--- config.mk ---
export PLATFORM = sky130hd
export DESIGN_NAME = control_unit
export DESIGN_NICKNAME = d
export VERILOG_FILES = /design/src/rtl/control_unit_pkg.sv /design/src/rtl/control_unit_branch_unit.sv /design/src/rtl/control_unit.sv
export SDC_FILE = /design/constraint.sdc
export NUM_CORES = 1
export LEC_CHECK = 0
export CORE_MARGIN = 8
export CORE_UTILIZATION = 44
export DETAILED_ROUTE_END_ITERATION = 8
export PLACE_DENSITY = 0.77
export SYNTH_ARGS = -nofsm -noshare
export SYNTH_HDL_FRONTEND = slang
export SYNTH_SLANG_ARGS = --single-unit
--- constraint.sdc ---
create_clock -name clock -period 1.3 [get_ports clock]
set_input_delay 0.195 -clock clock [delete_from_list [all_inputs] [get_ports clock]]
set_output_delay 0.195 -clock clock [all_outputs]
set_load 0.05 [all_outputs]
--- src/rtl/control_unit_pkg.sv ---
// Shared definitions for the multi-cycle RV64I control unit: opcodes, state
// encoding, the decoded control bundle and the store byte-lane lookup.
package control_unit_pkg;

    localparam logic [6:0] OPC_LOAD      = 7'b0000011;
    localparam logic [6:0] OPC_STORE     = 7'b0100011;
    localparam logic [6:0] OPC_OP        = 7'b0110011;
    localparam logic [6:0] OPC_OP_IMM    = 7'b0010011;
    localparam logic [6:0] OPC_OP_32     = 7'b0111011;
    localparam logic [6:0] OPC_OP_IMM_32 = 7'b0011011;
    localparam logic [6:0] OPC_LUI       = 7'b0110111;
    localparam logic [6:0] OPC_AUIPC     = 7'b0010111;
    localparam logic [6:0] OPC_JAL       = 7'b1101111;
    localparam logic [6:0] OPC_JALR      = 7'b1100111;
    localparam logic [6:0] OPC_BRANCH    = 7'b1100011;
    localparam logic [6:0] OPC_SYSTEM    = 7'b1110011;

    typedef enum logic [2:0] {
        S_FETCH     = 3'd0,
        S_DECODE    = 3'd1,
        S_EXECUTE   = 3'd2,
        S_MEMORY    = 3'd3,
        S_WRITEBACK = 3'd4,
        S_HALT      = 3'd5
    } state_t;

    typedef struct packed {
        logic       alua_src;
        logic       alub_src;
        logic       aluy_src;
        logic       alupc_src;
        logic       arithmetic;
        logic       carry_in;
        logic [2:0] alu_src;
        logic [2:0] read_data_src;
        logic [1:0] write_register_src;
        logic [7:0] byte_enable;
        logic [2:0] funct3;
        logic       is_exec;
        logic       is_branch;
        logic       is_jump;
        logic       is_load;
        logic       is_store;
    } ctrl_t;

    function automatic logic [7:0] store_byte_enable(input logic [1:0] size);
        case (size)
            2'b00:   return 8'h01;
            2'b01:   return 8'h03;
            2'b10:   return 8'h0F;
            default: return 8'hFF;
        endcase
    endfunction

    // Anything not recognised (including SYSTEM) leaves is_exec/is_load/is_store
    // clear, which is what sends DECODE to HALT.
    function automatic ctrl_t decode_ctrl(input logic [6:0] opcode,
                                          input logic [2:0] funct3,
                                          input logic       funct7);
        ctrl_t c;
        c        = '0;
        c.funct3 = funct3;
        case (opcode)
            OPC_OP, OPC_OP_32: begin
                c.is_exec            = 1'b1;
                c.alub_src           = 1'b1;
                c.aluy_src           = (opcode == OPC_OP_32);
                c.alu_src            = funct3;
                c.arithmetic         = funct7;
                c.write_register_src = 2'b10;
            end
            OPC_OP_IMM, OPC_OP_IMM_32: begin
                c.is_exec            = 1'b1;
                c.aluy_src           = (opcode == OPC_OP_IMM_32);
                c.alu_src            = funct3;
                c.arithmetic         = (funct3[1:0] == 2'b01) ? funct7 : 1'b0;
                c.write_register_src = 2'b10;
            end
            OPC_LUI: begin
                c.is_exec            = 1'b1;
                c.write_register_src = 2'b10;
            end
            OPC_AUIPC: begin
                c.is_exec            = 1'b1;
                c.alua_src           = 1'b1;
                c.write_register_src = 2'b10;
            end
            OPC_JAL, OPC_JALR: begin
                c.is_exec            = 1'b1;
                c.is_jump            = 1'b1;
                c.alupc_src          = (opcode == OPC_JALR);
                c.write_register_src = 2'b01;
            end
            OPC_BRANCH: begin
                c.is_exec    = 1'b1;
                c.is_branch  = 1'b1;
                c.alub_src   = 1'b1;
                c.arithmetic = 1'b1;
            end
            OPC_LOAD: begin
                c.is_load       = 1'b1;
                c.read_data_src = {~funct3[2], funct3[1:0]};
            end
            OPC_STORE: begin
                c.is_store    = 1'b1;
                c.byte_enable = store_byte_enable(funct3[1:0]);
            end
            default: ;
        endcase
        c.carry_in = (c.alu_src == 3'b000) ? c.arithmetic : 1'b0;
        return c;
    endfunction

endpackage

--- src/rtl/control_unit_branch_unit.sv ---
// Combinational branch resolution from funct3 and the ALU subtract flags.
module branch_unit (
    input  logic [2:0] funct3,
    input  logic       zero,
    input  logic       negative,
    input  logic       carry_out,
    input  logic       overflow,
    output logic       taken
);
    always_comb begin
        taken = 1'b0;
        case (funct3)
            3'b000: taken = zero;
            3'b001: taken = !zero;
            3'b100: taken = negative ^ overflow;
            3'b101: taken = !(negative ^ overflow);
            3'b110: taken = !carry_out;
            3'b111: taken = carry_out;
            default: taken = 1'b0;
        endcase
    end
endmodule

--- src/rtl/control_unit.sv ---
// Multi-cycle RV64I control unit: sequences fetch/decode/execute/memory/writeback
// and drives datapath selects plus instruction/data memory handshakes.
module control_unit
    import control_unit_pkg::*;
(
    input  logic       clock,
    input  logic       reset,
    input  logic [6:0] opcode,
    input  logic [2:0] funct3,
    input  logic       funct7,
    input  logic       zero,
    input  logic       negative,
    input  logic       carry_out,
    input  logic       overflow,
    output logic       inst_mem_enable,
    input  logic       inst_mem_ack,
    output logic       data_mem_read_enable,
    output logic       data_mem_write_enable,
    output logic [7:0] data_mem_byte_enable,
    input  logic       data_mem_ack,
    output logic       alua_src,
    output logic       alub_src,
    output logic       aluy_src,
    output logic       carry_in,
    output logic       arithmetic,
    output logic       alupc_src,
    output logic       pc_src,
    output logic       pc_enable,
    output logic       write_register_enable,
    output logic [2:0] alu_src,
    output logic [2:0] read_data_src,
    output logic [1:0] write_register_src,
    output logic       halted
);
    state_t state;
    ctrl_t  ctrl;
    logic   pc_enable_q;
    logic   taken;

    branch_unit u_branch (
        .funct3    (ctrl.funct3),
        .zero      (zero),
        .negative  (negative),
        .carry_out (carry_out),
        .overflow  (overflow),
        .taken     (taken)
    );

    assign alua_src             = ctrl.alua_src;
    assign alub_src             = ctrl.alub_src;
    assign aluy_src             = ctrl.aluy_src;
    assign carry_in             = ctrl.carry_in;
    assign arithmetic           = ctrl.arithmetic;
    assign alupc_src            = ctrl.alupc_src;
    assign alu_src              = ctrl.alu_src;
    assign read_data_src        = ctrl.read_data_src;
    assign write_register_src   = ctrl.write_register_src;
    assign data_mem_byte_enable = ctrl.byte_enable;
    assign pc_src               = ctrl.is_jump | (ctrl.is_branch & taken);

    // A store retires in the very cycle its ack arrives, so that pulse cannot
    // come from a register.
    assign pc_enable = pc_enable_q |
                       ((state == S_MEMORY) & data_mem_write_enable & data_mem_ack);

    always_ff @(posedge clock) begin
        if (reset) begin
            state                 <= S_FETCH;
            ctrl                  <= '0;
            inst_mem_enable       <= 1'b0;
            data_mem_read_enable  <= 1'b0;
            data_mem_write_enable <= 1'b0;
            pc_enable_q           <= 1'b0;
            write_register_enable <= 1'b0;
            halted                <= 1'b0;
        end else begin
            case (state)
                S_FETCH: begin
                    if (inst_mem_enable && inst_mem_ack) begin
                        inst_mem_enable <= 1'b0;
                        ctrl            <= decode_ctrl(opcode, funct3, funct7);
                        state           <= S_DECODE;
                    end else begin
                        inst_mem_enable <= 1'b1;
                    end
                end
                S_DECODE: begin
                    if (ctrl.is_load) begin
                        data_mem_read_enable <= 1'b1;
                        state                <= S_MEMORY;
                    end else if (ctrl.is_store) begin
                        data_mem_write_enable <= 1'b1;
                        state                 <= S_MEMORY;
                    end else if (ctrl.is_exec) begin
                        write_register_enable <= !ctrl.is_branch;
                        pc_enable_q           <= 1'b1;
                        state                 <= S_EXECUTE;
                    end else begin
                        halted <= 1'b1;
                        ctrl   <= '0;
                        state  <= S_HALT;
                    end
                end
                S_EXECUTE, S_WRITEBACK: begin
                    write_register_enable <= 1'b0;
                    pc_enable_q           <= 1'b0;
                    inst_mem_enable       <= 1'b1;
                    state                 <= S_FETCH;
                end
                S_MEMORY: begin
                    if (data_mem_ack) begin
                        if (data_mem_read_enable) begin
                            data_mem_read_enable  <= 1'b0;
                            write_register_enable <= 1'b1;
                            pc_enable_q           <= 1'b1;
                            state                 <= S_WRITEBACK;
                        end else begin
                            data_mem_write_enable <= 1'b0;
                            inst_mem_enable       <= 1'b1;
                            state                 <= S_FETCH;
                        end
                    end
                end
                S_HALT: state <= S_HALT;
                default: state <= S_FETCH;
            endcase
        end
    end

endmodule

==> Yosys cells after proc, flatten, opt, wreduce, memory -nomap -nowiden <==
Cells that the tools add are included.
{ "word_totals": {"ff_bits": 39, "output_inout_bits": 29, "input_bits": 19, "wordCells": 152} }
{ "classes": {"muxes": 55, "reduce_logical": 31, "eq_ne": 33, "n_bitwise": 10} }
{ "op_table": {"columns": ["cell", "count"], "rows": [
  ["$mux W30", 4],
  ["$pmux W30 S2", 1],
  ["$mux W3", 11],
  ["$eq A7 B6 Y1 const B", 4],
  ["$mux W1", 27],
  ["$pmux W8 S3", 1],
  ["$eq A7 B5 Y1 const B", 3],
  ["$eq A7 B7 Y1 const B", 3],
  ["$ne A2 B2 Y1 const B", 10],
  ["$eq A3 B3 Y1 const B", 6],
  ["$pmux W1 S3", 4],
  ["$pmux W3 S4", 1],
  ["$reduce_and A5 Y1", 2],
  ["$logic_not A3 Y1", 3],
  ["$reduce_and A3 Y1", 3],
  ["$reduce_or A9 Y1", 1],
  ["$mux W8", 1],
  ["$reduce_and A4 Y1", 2],
  ["$reduce_or A2 Y1", 4],
  ["$eq A7 B2 Y1 const B", 1],
  ["$eq A3 B1 Y1 const B", 2],
  ["$eq A3 B2 Y1 const B", 2],
  ["$pmux W1 S2", 3],
  ["$pmux W1 S6", 1],
  ["other kinds (17)", 29]
]} }

==> Depth between registers and ports, before layout <==
Gate-level depths: netlist (run 1).
{ "depth": {"word_depth": 10, "ltp_mapped": 6, "depth_no_buf": 4} }

==> Cells and area by module <==
Synthesis (run 1) repeated with hierarchy kept, for this count alone.
{ "hier_totals": {"hier_cells": 192, "area_unflattened_um2": 1744.2} }
{ "modules_own_cells": {"columns": ["mod", "area_per_inst_um2", "cells_per_inst", "seq_area_each_um2", "n_inst"], "rows": [
  ["control_unit", 1676.6, 182, 700.7, 1],
  ["branch_unit", 67.6, 10, 0.0, 1]
]} }

==> Worst setup path after synthesis (run 1) <==
OpenSTA, ideal clock, no wires.
{ "synth_timing": {"kind": "flip-flop to output port", "from": "reg state[2]", "to": "out pc_enable", "t_arrival_ns": 1.880, "t_required_ns": 1.105, "path_buffers": 1, "path_stages_with_launch": 5, "path_slack_ns": -0.775, "path_cell_list": "dfxtp_1 -> buf_2 -> nor2b_1 -> nand2_1 -> o21ai_0"} }
{ "synth_between": {"elab_chain_cells": 4} }
{ "synth_lines": {"columns": ["element", "line_no", "source"], "rows": [
  ["from (decl)", "control_unit.sv:35", "state_t state;"],
  ["from (signal assigned)", "control_unit.sv:68", "state <= S_FETCH;"],
  ["from (signal assigned)", "control_unit.sv:82", "state <= S_DECODE;"],
  ["from (signal assigned)", "control_unit.sv:90", "state <= S_MEMORY;"],
  ["$eq A3 B2 Y1", "control_unit.sv:64", "((state == S_MEMORY) & data_mem_write_enable & data_mem_ack);"],
  ["$and A1 B1 Y1 (2 in series)", "control_unit.sv:64", null],
  ["$or A1 B1 Y1", "control_unit.sv:63", "assign pc_enable = pc_enable_q |"],
  ["to (decl)", "control_unit.sv:28", "output logic pc_enable,"]
]} }
Every way passes these cells.

==> Final worst setup path (run 1) <==
{ "layout_timing": {"from": "reg ctrl[5] in the netlist's numbering", "to": "out pc_src"} }
{ "layout_between": {"elab_chain_cells": 4} }
{ "layout_lines": {"columns": ["element", "line_no", "source"], "rows": [
  ["from (decl)", "control_unit.sv:36", "ctrl_t ctrl;"],
  ["from (signal assigned)", "control_unit.sv:81", "ctrl <= decode_ctrl(opcode, funct3, funct7);"],
  ["$eq A3 B3 Y1, or another cell as far along", "control_unit_branch_unit.sv:12", "case (funct3)"],
  ["$pmux W1 S6 *", "control_unit_branch_unit.sv:12", null],
  ["$and A1 B1 Y1 *", "control_unit.sv:59", "assign pc_src = ctrl.is_jump | (ctrl.is_branch & taken);"],
  ["$or A1 B1 Y1 *", "control_unit.sv:59", null],
  ["to (decl)", "control_unit.sv:27", "output logic pc_src,"]
]} }
Mark *: on every way between the ends. The rest lies on a longest branch, timed or not.

==> results of run 1 <==
[sequential cells by signal, summed over array words and instances (netlist names)]
name,count
ctrl,8
data_mem_byte_enable,4
alu_src,3
read_data_src,3
state,3
write_register_src,2
alua_src,1
alub_src,1
alupc_src,1
aluy_src,1
arithmetic,1
carry_in,1
data_mem_read_enable,1
data_mem_write_enable,1
halted,1
inst_mem_enable,1
pc_enable_q,1
write_register_enable,1
[layout by cell type (no fill, tap or decap), types with 2 or more instances in the layout]
master           synthesis  final
nor2_2                   0      2
inv_1                    5      5
nand2_1                 28     13
nand4b_1                 5      5
clkbuf_8                 0      6
clkdlybuf4s50_1          0     10
buf_12                   0     32
dfxtp_4                  0      7
nor2_1                  17     15
o21ai_0                 13      8
and3_4                   1      2
nor3_1                   6      6
nand3_4                  0      2
dlymetal6s2s_1           0      4
nand2_2                  0     12
clkbuf_16                0      2
nor4_4                   1      3
or2_4                    2      2
a21oi_2                  0     13
buf_6                    2     11
a21oi_1                 19      6
a22oi_2                  0      9
nand3_2                  2      2
o21ai_1                  0      4
nand3b_4                 2      2
nand2_4                  0      3
dfxtp_1                 35     24
dfxtp_2                  0      4
dlygate4sd2_1            0      4
xnor2_1                  3      2
buf_4                   17     43
o32ai_2                  1      2
[per-layer routing]
layer / share of wire / GRT usage / routed length, um / vias up
met5: 0 / 0 / 0 / -
met3: 0.091 / 0.04415 / 757 / 53
met4: 0.059 / 0.09107 / 488 / 0
met2: 0.48 / 0.3216 / 3968 / 178
met1: 0.37 / 0.2146 / 3064 / 1038
li1: - / - / - / 918
[timing repair]
item | in CTS | in global routing
pin swaps | 15 | 22
endpoints found under the setup margin | 30 | 33
setup buffers | 7 | 4
gates cloned | 1 | 3
endpoints found under the hold margin | 0 | 0
resized for setup | 34 | 58
[how the worst max path moves through the flow]
stage	end	slack (ps)	cells after the start
after floorplan	carry_in$_SDFFE_PP0P_	-110	5
after global placement	pc_src	-430	6
after detailed placement	pc_src	-450	6
after CTS	pc_src	-410	4
after global routing	pc_src	-520	4
final	pc_src	-480	4
[cells by family after synthesis]
| group | after synthesis | synth area share |
|---|---|---|
| flops | 35 | 0.3797 |
| simple gates | 86 | 0.2848 |
| xor+xnor | 3 | 0.01424 |
| compound gates | 55 | 0.2054 |
| buf+inv | 34 | 0.1159 |
[worst max-delay path: stages, from the launching register on]
cell	delay, ps
dfxtp_4	370
and4b_1	210
o41ai_2	380
nand2b_2	140
buf_12	170
[metrics by stage]
step	TNS, ps	hold slack (ps)	power, uW	setup WS (ps)
5_1_grt	-4668	452.8	2956	-524.1
2_1_floorplan	-347.2	343.3	1482	-113.9
3_5_place_dp	-9151	464.5	1768	-447.9
4_1_cts	-777.9	474.2	2677	-405.4
3_3_place_gp	-8330	441.8	1754	-426.2
6_report	-3191	431.3	2884	-477.7
[area by class of cell]
cell class	count	area share
sequential	35	0.2132
multi-input combinational	144	0.3524
tap	50	0.01822
clock buffer	6	0.02405
inverter	5	0.005466
timing repair buffer	106	0.3852
clock inverter	1	0.001458
[where the power goes]
part	internal (uW)	switching (uW)	total [uW]
logic	447	458	905
registers	1100	43.4	1140
clock network	416	423	838
total	1960	923	2880
==> summary.md, run 1 <==
| Metric | Value |
|---|---|
| Run status | finished with violations |
| Violated checks | negative setup slack |
| Worst path arrival time | 1580 ps |
| Reg2reg path depth | 6 |
| Total die area | 6523 sq um |
| Clk buf depth | 2 |
| H-tree depth | 2 |
| Layout Area Growth over Synthesis | 86.03% |
| Max FO, Critical Path | 6 |
| First-pass GRT wire length | ~9500 um |
| Yosys cell types | 50 |
| I/O pins | 48 |
| Multi-input gate area in the final layout | 1210 sq um |
| Post-DP HPWL | 3838 um |
| Syn_nets | between 200 and 250 |
| #FFs+latches synth | 35 |
| Critical R2R Capture | alu_src[2]$_SDFFE_PP0P_ |
| Final instance area | 3433 sq um |
| Via Count | 2187 |
| Vias in the first global route | 2001 |
| Worst vdd ir | 0.0009466 V |
| First drt pass iteration count | 5 |
| Placed cell area | 2877 sq um |
| Grt ovf | 0 |
| CTS clk-pin slew, worst paths | 70 ps |
| Via density | ~6.3 |
| Hold Fails Final Rpt | 0 |
| Share of cells above drive strength 1 | 0.5859 |
| CP Launch Point | ctrl[5]$_SDFFE_PP0P_ |
| Ant. Diodes | 0 |
| Worst r2r src | state[2]$_SDFFE_PP0P_ |
| Final setup margin | -477.7 ps |
| R2r setup slk | -180 ps |
| Core outline area | 4029 sq um |
| Pwr/cell area | 840.0 nW/um^2 |
| Hold_sp | opcode[3] |
| Max-cap violations | 0 |
| Crit path kind | reg -> out |
| Register area | 732.0 sq um |
| Die W | 80.77 um |
| Initial antenna violation count | 0 |
| Largest net degree at the start of global routing | 20 |
| Gr usage total | 0.1875 |
| Fin Clk Skew | 8.904 ps |
| CTS Buf Count | 5 |
| Clock insertion delay at the later pin of the skew report | 310 ps |
| Nets | 316 |
| Die H | 80.77 um |
| Period utilisation layout | 1.367 |
| WHS Endpoint | alupc_src$_SDFFE_PP0P_ |
| Sequential fraction of the synthesis area | 0.3797 |
| Max Slew Vio Count | 0 |
| Cell with the most instances after synthesis | dfxtp_1 |
| Mapped cell area | 1846 sq um |
| Min-delay worst type | in -> reg |
| Ranking of synthesized cells by area | dfxtp_1 (38%), buf_4 (6.9%), nand2_1 (5.7%) |
| Cell Count, Final, Fillers Out | ~350 |
| Fill cells | about 200 |
| CTS tree | done |
| Post-synth top cells | dfxtp_1 (35), nand2_1 (28), a21oi_1 (19) |
| DRT Wirelength | 8279 um |
| FP Rows | 23 |
| DR WL/cell | around 24 um |
| DR iter-0 viols | 232 |
| CP Capture Type | output port |
| Number of enable flip-flop cells after synthesis | 0 |
| Worst slew pin tran | 438.3 ps |
| Port Buffers | 47 |
| Hold path depth | 3 |
| Post-synth ARST share | 0 |
| Syn avg cell area | 8.664 sq um |
| Initial core utilization | 0.4581 |
| Final setup fails | 30 |
| # DRC | 0 |
| Tmin final | approximately 1800 ps |
| Fin util | 0.8522 |
| RSZ-0062 raised after global routing | yes |
| Yosys top cell area share | 0.3797 |
| Crit start category | flip-flop |
| Clock sink count | 35 |
| Dominant synthesized flop cell | dfxtp_1 |
| Leak pwr | 0.001339 uW |
| GP Congestion | 0.8132 |
| Clock Tree Root | clkbuf_8 |
| Antenna Nets Post-Route | 0 |
| FMAX | 0.5625 GHz |
| Placed Cells incl. Taps | 326 |
| Post-Syn Instances | 213 |
| Post-CTS Hold Buffers | 0 |
| YS warnings | 0 |
| Worst Path Required | 1110 ps |
| Area leader, netlist | dfxtp_1 |
| Relative slew slack | 0.7074 |
(Power assumes the default switching activity.)
==> run 2: changes to the inputs <==
- GPL_ROUTABILITY_DRIVEN: unset -> 0
- SLEW_MARGIN: unset -> 5
==> results of run 2 <==
No change in the layout: final DEF, timing and power equal those of run 1.
